`src/rtl/counter_acc_pkg.sv`:
```
// Shared types and default widths for the counter_accumulator block.
package counter_acc_pkg;

    localparam int SUM_W  = 16;
    localparam int PROD_W = 32;
    localparam int ACC_W  = 48;

    typedef enum logic [0:0] {
        ACCUM      = 1'b0,
        FLUSH_WAIT = 1'b1
    } state_t;

endpackage

```
`src/rtl/counter_acc_lane.sv`:
```
// One accumulation lane: zero-extends the input, adds it on an accepted beat
// and clears when the frame closes. `total` is the running sum including the
// current beat, so a closing beat is already part of what gets latched.
// With COUNTER_ACC_SATURATE_EN defined the lane clamps at all-ones and keeps
// a sticky per-frame overflow flag; otherwise it wraps and reports no overflow.
module counter_acc_lane #(
    parameter int IN_W  = 16,
    parameter int ACC_W = 48
) (
    input  logic             clk,
    input  logic             rst,
    input  logic             add,
    input  logic             clear,
    input  logic [IN_W-1:0]  din,
    output logic [ACC_W-1:0] total,
    output logic             ovf_total
);

    logic [ACC_W-1:0] acc;
    logic [ACC_W-1:0] addend;

    // Only an accepted beat contributes to the running total.
    always_comb addend = add ? ACC_W'(din) : '0;

`ifdef COUNTER_ACC_SATURATE_EN
    logic [ACC_W:0] raw;
    logic           ovf;

    // Carry out of the wide add means the lane must clamp.
    always_comb begin
        raw       = {1'b0, acc} + {1'b0, addend};
        total     = raw[ACC_W] ? '1 : raw[ACC_W-1:0];
        ovf_total = ovf | raw[ACC_W];
    end

    // Sticky saturation flag, cleared with the frame.
    always_ff @(posedge clk) begin
        if (rst || clear) ovf <= 1'b0;
        else if (add)     ovf <= ovf_total;
    end
`else
    // Plain modulo-2^ACC_W accumulation.
    always_comb begin
        total     = acc + addend;
        ovf_total = 1'b0;
    end
`endif

    // Accumulator register; a closing beat leaves the lane empty.
    always_ff @(posedge clk) begin
        if (rst || clear) acc <= '0;
        else if (add)     acc <= total;
    end

endmodule

```
`src/rtl/counter_accumulator.sv`:
```
// Frames the sum/product beat stream into FRAME_LEN-beat totals and presents
// each closed frame on a single-entry valid/ready result register.
// Optional saturating lanes: define COUNTER_ACC_SATURATE_EN.
//
//  state      | meaning
//  -----------+--------------------------------------------------------------
//  ACCUM      | accepting beats; closes on the last beat or on flush
//  FLUSH_WAIT | flush seen with a partial frame but result busy; input stalled
module counter_accumulator #(
    parameter  int SUM_W     = counter_acc_pkg::SUM_W,
    parameter  int PROD_W    = counter_acc_pkg::PROD_W,
    parameter  int ACC_W     = counter_acc_pkg::ACC_W,
    parameter  int FRAME_LEN = 16,
    localparam int CNT_W     = $clog2(FRAME_LEN + 1)
) (
    input  logic              clk,
    input  logic              rst,
    input  logic              in_valid,
    output logic              in_ready,
    input  logic [SUM_W-1:0]  sum,
    input  logic [PROD_W-1:0] product,
    input  logic              flush,
    output logic              out_valid,
    input  logic              out_ready,
    output logic [ACC_W-1:0]  out_sum_acc,
    output logic [ACC_W-1:0]  out_prod_acc,
    output logic [CNT_W-1:0]  out_count,
    output logic              out_ovf
);

    import counter_acc_pkg::*;

    localparam logic [CNT_W-1:0] LAST = CNT_W'(FRAME_LEN - 1);

    state_t           state;
    state_t           state_next;
    logic [CNT_W-1:0] count;
    logic             accept;
    logic             slot_free;
    logic             close;
    logic [ACC_W-1:0] sum_total;
    logic [ACC_W-1:0] prod_total;
    logic             sum_ovf;
    logic             prod_ovf;

    // Stall only when the last beat would need a result slot that is still taken.
    always_comb begin
        slot_free = !out_valid || out_ready;
        in_ready  = 1'b0;
        if (!rst && state == ACCUM)
            in_ready = !(count == LAST && out_valid && !out_ready);
    end

    assign accept = in_valid && in_ready;

    // Next state and frame-close decision.
    always_comb begin
        state_next = state;
        close      = 1'b0;
        case (state)
            ACCUM: begin
                if (accept && count == LAST) begin
                    close = 1'b1;
                end else if (flush && (count != '0 || accept)) begin
                    if (slot_free) close = 1'b1;
                    else           state_next = FLUSH_WAIT;
                end
            end
            FLUSH_WAIT: begin
                if (slot_free) begin
                    close      = 1'b1;
                    state_next = ACCUM;
                end
            end
            default: state_next = ACCUM;
        endcase
    end

    // State register.
    always_ff @(posedge clk) begin
        if (rst) state <= ACCUM;
        else     state <= state_next;
    end

    // Beat counter for the frame in progress.
    always_ff @(posedge clk) begin
        if (rst || close) count <= '0;
        else if (accept)  count <= count + 1'b1;
    end

    counter_acc_lane #(.IN_W(SUM_W), .ACC_W(ACC_W)) u_sum_lane (
        .clk       (clk),
        .rst       (rst),
        .add       (accept),
        .clear     (close),
        .din       (sum),
        .total     (sum_total),
        .ovf_total (sum_ovf)
    );

    counter_acc_lane #(.IN_W(PROD_W), .ACC_W(ACC_W)) u_prod_lane (
        .clk       (clk),
        .rst       (rst),
        .add       (accept),
        .clear     (close),
        .din       (product),
        .total     (prod_total),
        .ovf_total (prod_ovf)
    );

    // Result register: load on close (also when the old result leaves the same cycle).
    always_ff @(posedge clk) begin
        if (rst) begin
            out_valid    <= 1'b0;
            out_sum_acc  <= '0;
            out_prod_acc <= '0;
            out_count    <= '0;
            out_ovf      <= 1'b0;
        end else if (close) begin
            out_valid    <= 1'b1;
            out_sum_acc  <= sum_total;
            out_prod_acc <= prod_total;
            out_count    <= count + CNT_W'(accept);
            out_ovf      <= sum_ovf | prod_ovf;
        end else if (out_ready) begin
            out_valid    <= 1'b0;
        end
    end

endmodule

```
`config.mk`:
```
export PLATFORM = sky130hd
export DESIGN_NAME = counter_accumulator
export DESIGN_NICKNAME = d
export VERILOG_FILES = /design/src/rtl/counter_acc_pkg.sv /design/src/rtl/counter_acc_lane.sv /design/src/rtl/counter_accumulator.sv
export SDC_FILE = /design/constraint.sdc
export NUM_CORES = 1
export LEC_CHECK = 0
export CORE_MARGIN = 2
export CORE_UTILIZATION = 40
export DETAILED_ROUTE_END_ITERATION = 8
export PLACE_DENSITY_LB_ADDON = 0.15
export RECOVER_POWER = 100
export SETUP_SLACK_MARGIN = 0.05
export SLEW_MARGIN = 20
export SYNTH_ARGS = -nofsm -noshare
export SYNTH_HDL_FRONTEND = slang
export SYNTH_HIERARCHICAL = 1
export SYNTH_SLANG_ARGS = --single-unit
```
`constraint.sdc`:
```
create_clock -name clk -period 5.2 [get_ports clk]
set_input_delay 1.56 -clock clk [delete_from_list [all_inputs] [get_ports clk]]
set_output_delay 1.56 -clock clk [all_outputs]
set_load 0.1 [all_outputs]
```
==> results.ini <==
[final_layout]
area_growth_pct=29.50
layout.nets=1907
fillCellCount=2965
n_antenna_cell=0
stdcell_area_sq_um=16180
drive_gt1_share_pct=12.16
fin_util_pct=52.75
final_cells=2213

[placement]
portBuffers=156
place.gp.congestion=0.9019
dpl_cell_area_sq_um=15350
dp.cells=2168
dp_hpwl_microns=26940

[floorplanning]
fp.coreArea_sq_um=30670
die_h_microns=180.7
dieArea_sq_um=32660
ioPinCount=157
die_w_microns=180.7
initial_core_util_pct=40.73
placementRows=64

[pwr]
power.leakage_nw=6.644
p_per_area_nw_per_um2=262.1
peakVddDrop_mv=0.2205

[critical_path]
cp_common_cell=clkbuf_1
cp.required_ns=5.61
slowest_stage=or2_1
crit_type=in -> reg
cp-end-kind=flip-flop
crit_path_cell_trace=clkbuf_1 > buf_4 > nand2b_1 > o221a_4 > nor2_1 > or2_1 > clkbuf_1 > nor3_1
arrival_ns=5.29
crit_fanout=54
critPathBufInv=3
path_delay_family=simple AND/OR/NAND/NOR gates
cp_slowest_stage_delay_ns=1.11
startpoint_type=input port

[drt]
wl_per_cell_microns=17.09
drcViolationCount=0
drt_first_iter_violations=832
vias_per_cell=5.517
drt_wl_total_microns=37820
dr.pass1.iters=5
ant_nets=0
vias=12210

[synth]
synth_nets=1678
synth-edff-count=0
yosysTopAreaCellShare_pct=32.85
post-synth-top-count-cell=dfxtp_1
syn_avg_cell_area_sq_um=7.957
syn-cell-area_sq_um=12490
synthTopCellsByArea=dfxtp_1 33%, a21oi_1 7.1%, nand3_1 5.3%
synth-async-reset-ratio_pct=0
synth_common_cells=205 x dfxtp_1, 178 x a21oi_1, 133 x nand3_1, 121 x nor2_1, 96 x nand2_1
syn_inst=1570
synth.distinct_cells=72
synth_warnings=6
synth-main-ff-cell=dfxtp_1
synth_seq_area_share_pct=32.85
yosys.area.top_type=dfxtp_1
ys_seq_elements=205

[clock_network]
worstSkewPairLatency_ns=0.54
cts_buffers=25
clock-sinks=205
post-cts-setup-buffers=0
clk_path_buf_depth=3
cts_root_buf=clkbuf_16
h-tree-depth=1
path_clk_slew_ns=0.06
cts_tree=yes

[sta]
period_share_pct=93.80
grt_setup_unrepaired=false
max_freq_mhz=205.0
min_period_ns=4.878
fin_skew_ns=0.01240
setup_viol=0
finalHoldViolCount=0
worst_pin_slew_ns=2.303
maxSlewHeadroom_pct=-53.55
fin_hold_ws_ns=0.4718
slew_viol_final=202

[min_path]
hp-class=reg -> reg

[global_routing]
grt_busiest_layer=met2
met2_usage_pct=35.57
antenna_found_initial=1
gr-usage-met3_pct=3.911
grt_util_all_layers_pct=22.61
grt_first_pass_wirelength_microns=61690
grt_pass1_vias=11730
grtUsageMet1_pct=32.44
overflow=0
grt_max_degree=101

[status]
outcome=finished with violations
violations=capacitance limit, slew limit

[flow_run]
drv_cap=2

-- final timing paths --
kind / startpoint / endpoint / slack [ns] / cells after the start
min reg2reg: u_sum_lane/acc[43] / u_sum_lane/acc[43] / 0.47 / 2
max: rst / u_prod_lane/acc[7] / 0.32 / 8
max reg2reg: count[0] / u_prod_lane/acc[7] / 1.00 / 9
min: u_sum_lane/acc[43] / u_sum_lane/acc[43] / 0.47 / 2
-- layout make-up --
type | count | area (sq um) | share of cell area (%)
repair buffers | 326 | 2801 | 17.32
clock buffers | 35 | 733.2 | 4.532
multi-input cells | 1226 | 7761 | 47.98
flip-flops and latches | 205 | 4104 | 25.37
well taps | 396 | 495.5 | 3.063
clock inverters | 10 | 225.2 | 1.392
inverters | 15 | 56.30 | 0.3481
-- routing by layer --
| metal | vias to the layer above | share of wire (%) | wire length, microns |
|---|---|---|---|
| met5 | - | 0.034 | 13 |
| met4 | 2 | 1.5 | 582 |
| met3 | 40 | 6.2 | 2330 |
| met2 | 301 | 43 | 16200 |
| met1 | 5740 | 49 | 18690 |
| li1 | 6126 | - | - |
-- registers in the layout, indices dropped and copies added (netlist names) --
signal and count:
out_prod_acc 48, out_sum_acc 48, u_prod_lane/acc 48, u_sum_lane/acc 48, count 5, out_count 5, out_ovf 1, out_valid 1
state 1
-- logic make-up after synthesis --
logic type,count (synthesis),share of synthesized area (%)
xor gates and xnor gates,114,7.993
other,2,0.06012
adders and majority gates,55,5.629
AOI/OAI and AO/OA,448,21.93
buffers and inverters,139,5.338
muxes,38,3.045
and+or+nand+nor,569,23.16
DFF,205,32.85
-- report_power, final --
group	total, W	switching, W	internal (W)
sequential	0.00162	0.0000179	0.00160
combinational	0.000617	0.000420	0.000197
clock	0.00201	0.000722	0.00129
total	0.00424	0.00116	0.00308
-- worst reg2reg max path, stage by stage (launching register included) --
cell,delay [ns]
dfxtp_1,0.43
ha_1,0.21
and3_1,0.16
ha_1,0.18
nor2_1,0.10
o221a_4,0.25
nor2_1,1.09
or2_1,1.12
clkbuf_1,0.44
nor3_1,0.11
-- layout by cell type (no fill, tap or decap), types with 29 or more instances in the layout --
| cell | synthesis | layout |
|---|---|---|
| and2_1 | 51 | 44 |
| nor3_1 | 34 | 34 |
| o21ai_0 | 46 | 68 |
| xor2_1 | 49 | 49 |
| o21ai_1 | 91 | 69 |
| clkbuf_1 | 73 | 29 |
| xnor2_1 | 65 | 65 |
| mux2i_1 | 38 | 38 |
| a21oi_1 | 178 | 178 |
| nand2_1 | 96 | 96 |
| ha_1 | 53 | 53 |
| dlygate4sd3_1 | 0 | 103 |
| buf_4 | 2 | 131 |
| dfxtp_1 | 205 | 205 |
| nand3_1 | 133 | 133 |
| clkdlybuf4s50_1 | 0 | 51 |
| nor2_1 | 121 | 121 |
-- timing repair --
action / 4_1_cts / 5_1_grt
resized for setup: 0 / 1
endpoints found under the hold margin: 0 / 0
hold buffers: 0 / 0
setup endpoints to repair: 0 / 1
-- per-stage QoR --
step           total power (W)  setup TNS (ns)  worst slack [ns]
2_1_floorplan         0.002064               0           0.05087
3_3_place_gp          0.002277          -2.073           -0.2145
3_5_place_dp          0.002279          -3.573           -0.2045
4_1_cts               0.004301               0            0.3502
5_1_grt               0.004395               0           0.05840
6_report              0.004241               0            0.3222
No activity file was read; power rests on OpenSTA's default activity.
